### src/rtl/libnet_pkg.sv
// libnet_pkg: shared definitions for the 512-bit Libnet receive datapath.
//   - default stream widths and the sequence-field location in the first beat
//   - receive filter state enum
//   - packed AXI-Stream beat struct (data, keep, user, last)
package libnet_pkg;

    localparam int DATA_W  = 512;
    localparam int KEEP_W  = 64;
    localparam int USER_W  = 64;
    localparam int SEQ_W   = 32;
    // Byte 42: first byte after the Eth(14) + IPv4(20) + UDP(8) headers.
    localparam int SEQ_LSB = 336;

    typedef enum logic [1:0] {
        HEAD = 2'd0,
        PASS = 2'd1,
        DROP = 2'd2
    } rx_state_t;

    typedef struct packed {
        logic [DATA_W-1:0] data;
        logic [KEEP_W-1:0] keep;
        logic [USER_W-1:0] user;
        logic              last;
    } axis_beat_t;

endpackage

### src/rtl/axis_reg_slice_512.sv
// axis_reg_slice_512: single-stage AXI-Stream output register.
// Ports:
//   clk, reset       clock, asynchronous active-high reset
//   in_beat/in_valid upstream beat and valid; in_ready back to upstream
//   out_beat/out_valid registered beat towards the consumer; out_ready from it
// A new beat is loaded whenever the register is empty or being drained in
// the same cycle, so back-to-back beats flow at one per clock.
module axis_reg_slice_512
    import libnet_pkg::*;
(
    input  logic       clk,
    input  logic       reset,
    input  axis_beat_t in_beat,
    input  logic       in_valid,
    output logic       in_ready,
    output axis_beat_t out_beat,
    output logic       out_valid,
    input  logic       out_ready
);

    assign in_ready = !out_valid || out_ready;

    always_ff @(posedge clk or posedge reset) begin
        if (reset) begin
            out_valid <= 1'b0;
            out_beat  <= '0;
        end else if (in_valid && in_ready) begin
            out_valid <= 1'b1;
            out_beat  <= in_beat;
        end else if (out_ready) begin
            out_valid <= 1'b0;
        end
    end

endmodule

### src/rtl/libnet_rx_512.sv
// libnet_rx_512: reliable-delivery receive filter.
// Checks the sequence field of each packet's first beat against an internal
// expected counter; matching packets are forwarded unchanged through one
// register stage, mismatching packets are consumed and discarded.
// Ports:
//   clk, reset          clock, asynchronous active-high reset
//   rx_t*               AXI-Stream slave (from MAC)
//   tx_t*               AXI-Stream master (to consumer), registered
//   seq_expected        next sequence number that will be accepted
//   seq_valid           one-cycle pulse after each accepted packet head
module libnet_rx_512 #(
    parameter int DATA_W  = libnet_pkg::DATA_W,
    parameter int KEEP_W  = libnet_pkg::KEEP_W,
    parameter int USER_W  = libnet_pkg::USER_W,
    parameter int SEQ_W   = libnet_pkg::SEQ_W,
    parameter int SEQ_LSB = libnet_pkg::SEQ_LSB
) (
    input  logic              clk,
    input  logic              reset,
    input  logic [DATA_W-1:0] rx_tdata,
    input  logic [KEEP_W-1:0] rx_tkeep,
    input  logic [USER_W-1:0] rx_tuser,
    input  logic              rx_tvalid,
    input  logic              rx_tlast,
    output logic              rx_tready,
    output logic [DATA_W-1:0] tx_tdata,
    output logic [KEEP_W-1:0] tx_tkeep,
    output logic [USER_W-1:0] tx_tuser,
    output logic              tx_tvalid,
    output logic              tx_tlast,
    input  logic              tx_tready,
    output logic [SEQ_W-1:0]  seq_expected,
    output logic              seq_valid
);

    import libnet_pkg::*;

    localparam logic [SEQ_W-1:0] SEQ_ONE = {{(SEQ_W-1){1'b0}}, 1'b1};

    rx_state_t  state;
    axis_beat_t in_beat;
    axis_beat_t out_beat;
    logic       slice_ready;
    logic       hit;
    logic       rx_fire;
    logic       fwd;

    // Field is read in place, no byte swap; only meaningful on a HEAD beat.
    assign hit = (rx_tdata[SEQ_LSB +: SEQ_W] == seq_expected);

    // DROP swallows beats regardless of output backpressure; HEAD must wait
    // for room because the beat may turn out to be forwarded.
    assign rx_tready = (state == DROP) ? 1'b1 : slice_ready;
    assign rx_fire   = rx_tvalid && rx_tready;

    always_comb begin
        fwd = 1'b0;
        case (state)
            HEAD:    fwd = rx_fire && hit;
            PASS:    fwd = rx_fire;
            default: fwd = 1'b0;
        endcase
    end

    always_comb begin
        in_beat      = '0;
        in_beat.data = rx_tdata;
        in_beat.keep = rx_tkeep;
        in_beat.user = rx_tuser;
        in_beat.last = rx_tlast;
    end

    always_ff @(posedge clk or posedge reset) begin
        if (reset) begin
            state        <= HEAD;
            seq_expected <= '0;
            seq_valid    <= 1'b0;
        end else begin
            seq_valid <= 1'b0;
            if (rx_fire) begin
                case (state)
                    HEAD: begin
                        if (hit) begin
                            seq_expected <= seq_expected + SEQ_ONE;
                            seq_valid    <= 1'b1;
                            if (!rx_tlast) state <= PASS;
                        end else if (!rx_tlast) begin
                            state <= DROP;
                        end
                    end
                    PASS, DROP: begin
                        if (rx_tlast) state <= HEAD;
                    end
                    default: state <= HEAD;
                endcase
            end
        end
    end

    axis_reg_slice_512 u_out_reg (
        .clk       (clk),
        .reset     (reset),
        .in_beat   (in_beat),
        .in_valid  (fwd),
        .in_ready  (slice_ready),
        .out_beat  (out_beat),
        .out_valid (tx_tvalid),
        .out_ready (tx_tready)
    );

    assign tx_tdata = out_beat.data;
    assign tx_tkeep = out_beat.keep;
    assign tx_tuser = out_beat.user;
    assign tx_tlast = out_beat.last;

endmodule

### config.mk
export PLATFORM = sky130hd
export DESIGN_NAME = libnet_rx_512
export DESIGN_NICKNAME = d
export VERILOG_FILES = /design/src/rtl/libnet_pkg.sv /design/src/rtl/axis_reg_slice_512.sv /design/src/rtl/libnet_rx_512.sv
export SDC_FILE = /design/constraint.sdc
export NUM_CORES = 1
export LEC_CHECK = 0
export BUFFER_PORTS_ARGS = -buffer_cell sky130_fd_sc_hd__buf_2
export CAP_MARGIN = 40
export CORE_AREA = 2 2 512 514
export DETAILED_ROUTE_END_ITERATION = 10
export DIE_AREA = 0 0 514 516
export SLEW_MARGIN = 25
export SYNTH_ARGS = -nofsm -noshare
export SYNTH_HDL_FRONTEND = slang
export SYNTH_HIERARCHICAL = 1
export SYNTH_SLANG_ARGS = --single-unit
export TNS_END_PERCENT = 100
### constraint.sdc
create_clock -name clk -period 38.9 [get_ports clk]
set_input_delay 5.835 -clock clk [delete_from_list [all_inputs] [get_ports clk]]
set_output_delay 5.835 -clock clk [all_outputs]
set_load 0.005 [all_outputs]
=== Word level (Yosys, flattened, before mapping) ===
Index checks and enable logic that the tools add are counted.

* Bits of input ports: 645
* Bits in registers: 677
* Output and inout bits: 676

* Reductions and logical operators: 10
* Mux-type cells: 12
* Add/subtract/negate cells: 1
* Equal/unequal tests: 5

{| class="wikitable"
|+ Operators with widths
! cell !! count
|-
| 32-bit by 1-bit adder with 32-bit output, second input constant || 1
|-
| 32-bit equality test || 1
|-
| 2-bit two-way mux || 4
|-
| 1-bit two-way mux || 6
|-
| 3-bit AND reduction || 2
|-
| 2-bit inequality test, second input constant || 2
|-
| 2-bit case mux with 2 select lines || 1
|-
| 1-bit logical AND || 3
|-
| 2-bit by 1-bit equality test with 1-bit output, second input constant || 1
|-
| 2-bit equality test, second input constant || 1
|-
| 2-bit logical NOT || 1
|-
| 1-bit case mux with 2 select lines || 1
|-
| 2-bit nonzero test || 1
|-
| 2-bit OR reduction || 1
|-
| 1-bit logical NOT || 1
|-
| 1-bit logical OR || 1
|}

=== Logic depth before layout (Yosys ltp) ===
* Word-level depth: 8
* Depth in mapped cells: 12
* Gate-level depth less buffers: 8

=== Cells and area by module ===
The synthesis kept the hierarchy.

{| class="wikitable"
|+ By module, submodules not included
! module !! area each (um2) !! cells an instance !! instances
|-
| axis_reg_slice_512 || 26090.0 || 1358 || 1
|-
| libnet_rx_512 || 2130.8 || 216 || 1
|}

=== Least setup slack after synthesis ===
Ideal clock, no wire load.

* Kind: input -> output
* Start point: in tx_tready
* End point: out rx_tready
* Stages on the path: 2
* Slack: 26.814 ns
* Path buffers: 0
* Arrival time: 6.251 ns
* Cells stage by stage: nand2b_4 -> or2_2

* Cells in the longest elaborated chain, start to end: 2

{| class="wikitable"
|+ Ends and longest elaborated chain
! item !! line !! RTL
|-
| start: declaration || libnet_rx_512.sv:31 || <nowiki>input logic tx_tready,</nowiki>
|-
| 1-bit logical OR || axis_reg_slice_512.sv:21 || <nowiki>assign in_ready = !out_valid || out_ready;</nowiki>
|-
| 1-bit two-way mux || libnet_rx_512.sv:53 || <nowiki>assign rx_tready = (state == DROP) ? 1'b1 : slice_ready;</nowiki>
|-
| end: declaration || libnet_rx_512.sv:25 || <nowiki>output logic rx_tready,</nowiki>
|}

No other way between the ends.

=== Final worst setup path ===
* Start point: in tx_tready
* End point: out rx_tready

* Cells in the longest elaborated chain, start to end: 2

{| class="wikitable"
|+ Ends and longest elaborated chain
! item !! line !! RTL
|-
| 1-bit logical OR || axis_reg_slice_512.sv:21 ||
|-
| via slice_ready || libnet_rx_512.sv:43 || <nowiki>logic slice_ready;</nowiki>
|-
| 1-bit two-way mux || libnet_rx_512.sv:53 ||
|}

The timed path passes the listed nets, and every way through them passes these cells.

==> impl_metrics.env <==
export IMPL_status="complete, no violations"
export IMPL_drtIter0Drc=1065
export IMPL_clk_latency_ns=0.72
export IMPL_path_clk_slew_ns=0.05
export IMPL_hold_class="reg -> reg"
export IMPL_drive_gt1_share_pct=71.58
export IMPL_routed_via_count=20060
export IMPL_yosys_cell_types_count=33
export IMPL_yosysWarnings=6
export IMPL_fp_row_count=187
export IMPL_fmax_mhz=80.19
export IMPL_grt_pass1_vias=21060
export IMPL_p_leak_nw=23.72
export IMPL_finClkSkew_ns=0.04041
export IMPL_fin_setup_tns_ns=0
export IMPL_dieArea_mm2=0.2652
export IMPL_globalplace_congestion=0.9478
export IMPL_grt_ovfl_total=0
export IMPL_cp_num_buf_inv=2
export IMPL_via_per_inst=3.106
export IMPL_cap_violations=0
export IMPL_ys_ff_latch=677
export IMPL_final_common_cell="buf_2"
export IMPL_postCtsSetupBuffers=0
export IMPL_area_growth_pct=49.16
export IMPL_path_cells="buf_2, nand2b_4, or2_2, buf_2"
export IMPL_postSynthNetCount=2223
export IMPL_numCtsBuffers=93
export IMPL_yosysSeqAreaShare_pct=60.03
export IMPL_grt_max_degree=129
export IMPL_postSynthCellCount=1574
export IMPL_finalNetCount=3596
export IMPL_worst_path_max_fanout=3
export IMPL_cts_max_path_buffers=3
export IMPL_dr_wl_met2_um=79940
export IMPL_grt_pass1_wl_um=243000
export IMPL_wl_per_cell_um=30.67
export IMPL_slew_headroom_pct=25.74
export IMPL_final_hold_viol_count=0
export IMPL_worstSetupEndpointType="output pin"
export IMPL_critical_path_most_common_cell="buf_2"
export IMPL_core_area_mm2=0.2592
export IMPL_dp_hpwl_um=172100
export IMPL_finalCritPeriodShare_pct=32.06
export IMPL_drtPass1Iterations=5
export IMPL_r2r_slack_ns=33.06
export IMPL_worstSetupPathType="in -> out"
export IMPL_worst_slack_ns=26.43
export IMPL_grt_total_usage_pct=14.36
export IMPL_peakVddDrop_mv=0.03232
export IMPL_antenna_found_initial=139
export IMPL_finalMaxSlewViolations=0
export IMPL_rsz0062_at_grt="no"
export IMPL_async_flop_share_pct=100.0
export IMPL_postCtsHoldBufs=0
export IMPL_fin_util_pct=16.24
export IMPL_drcViolationCount=0
export IMPL_wirelength_um=198100
export IMPL_synth_area_mm2=0.02822
export IMPL_start_kind="primary input"
export IMPL_cts_root_buf="clkbuf_16"
export IMPL_cts_tree="built"
export IMPL_critPathRequiredTime_ns=33.07
export IMPL_cts_max_level=3
export IMPL_route_met3_wl_um=37040
export IMPL_cts_resized=0
export IMPL_synth_edf_count=0
export IMPL_wl_met1_um=73070
export IMPL_worstMarginPinSlew_ns=1.114
export IMPL_slowest_delay_ns=0.30
export IMPL_arrival_ns=6.64
export IMPL_clock_sinks=677
export IMPL_ios=1321
export IMPL_top_layer_used="met5"
export IMPL_path_delay_family="simple AND/OR/NAND/NOR gates"
export IMPL_final_cell_mix="buf_2, dfrtp_1, mux2_4"
export IMPL_antenna_left=0
export IMPL_period_minus_slack_ns=12.47
export IMPL_die_h_um=516
export IMPL_io_buffers=1320
export IMPL_power_density_mw_per_mm2=41.18
export IMPL_syn_area_per_cell_um2=17.93
export IMPL_setup_viol=0
export IMPL_fp_dieW_um=514
export IMPL_slowest_stage="or2_2"
export IMPL_start_util_pct=10.89
export IMPL_dp_slack_ns=26.40
export IMPL_ys_flop_type="dfrtp_1"
## power by group
part	switching (mW)	leakage (nW)	internal [mW]
Combinational	0.0357	12.6	0.0292
Sequential	0.000486	9.46	0.705
Clock	0.378	1.65	0.585
Total	0.414	23.7	1.32
## Yosys cell counts, types with 3 or more instances
cell type | instances | share of area (%)
dfrtp_1 | 677 | 60
buf_2 | 8 | 0.14
inv_1 | 5 | 0.067
buf_6 | 5 | 0.20
nand3_1 | 12 | 0.21
and3_1 | 8 | 0.18
buf_8 | 52 | 2.8
nor3_1 | 7 | 0.12
mux2_4 | 490 | 26
mux2_2 | 152 | 6.1
xor2_1 | 14 | 0.43
nor4_2 | 3 | 0.13
xnor2_1 | 49 | 1.5
ha_1 | 4 | 0.18
buf_4 | 10 | 0.27
nor2_1 | 14 | 0.19
nand2_1 | 15 | 0.20
nand4_1 | 31 | 0.69
## metal layers
layer  up-vias  GRT usage [%]
met5         -          1.099
met4        46          5.681
met3       367          11.87
met2      1262          19.92
met1     10020          15.71
li1       8365              -
## worst register-to-register path: stages, from the launching register on
cell,delay (ns)
dfrtp_1,0.66
xnor2_1,0.15
nand4_1,0.28
nor2_1,0.11
nand3_1,0.25
nor2_1,0.08
o21a_1,0.25
nand2_8,0.47
buf_4,0.45
buf_12,0.27
buf_4,0.74
buf_4,0.73
buf_4,0.82
mux2_2,0.45
## per-stage QoR
stage | power, mW | hold WS [ns] | cell area (um^2) | cells
final | 1.733 | 0.4975 | 42090 | 6459
after global routing | 1.799 | 0.5045 | 42070 | 6450
after CTS | 1.773 | 0.5008 | 41850 | 6421
after detailed placement | 0.7834 | 0.4856 | 38430 | 6247
after global placement | 0.7822 | 0.4856 | 38310 | 6242
after floorplan | 0.7348 | 0.5015 | 28220 | 1574
## area by class of cell
cell class	instances	area (um^2)
inverters	5	26.28
flip-flops and latches	677	16940
diodes	31	77.57
well taps	3402	4257
clock inverters	50	797.0
fillers	28750	217200
clock buffers	124	2624
repair buffers	1355	7089
multi-input cells	815	10280
## cells by family (layout without fill, tap and decap cells)
group / after synthesis / count (layout) / synth area share, %
DFF: 677 / 677 / 60.03
AOI/OAI and AO/OA: 4 / 4 / 0.08869
xor gates and xnor gates: 63 / 63 / 1.955
adders and majority gates: 4 / 4 / 0.1774
muxes: 642 / 642 / 32.13
buffers and inverters: 82 / 1534 / 3.582
and+or+nand+nor: 102 / 102 / 2.031
other: 0 / 31 / 0
## sequential cells by signal, indices dropped and copies added, names as in the netlist
signal / cells
seq_expected: 32
state: 2
seq_valid: 1
u_out_reg/out_valid: 1
u_out_reg/out_beat: 641
## worst paths after layout
| path | startpoint | end | cells after the start |
|---|---|---|---|
| max | tx_tready | rx_tready | 4 |
| min | u_out_reg/out_beat[629]$_DFFE_PP0P_ | u_out_reg/out_beat[629]$_DFFE_PP0P_ | 1 |
| max reg2reg | seq_expected[2]$_DFFE_PP0P_ | u_out_reg/out_beat[276]$_DFFE_PP0P_ | 13 |
| min reg2reg | u_out_reg/out_beat[629]$_DFFE_PP0P_ | u_out_reg/out_beat[629]$_DFFE_PP0P_ | 1 |
| max in group asynchronous | reset | u_out_reg/out_beat[192]$_DFFE_PP0P_ | 6 |
| min in group asynchronous | reset | u_out_reg/out_beat[424]$_DFFE_PP0P_ | 2 |
Power figures use the tool's default switching activity.
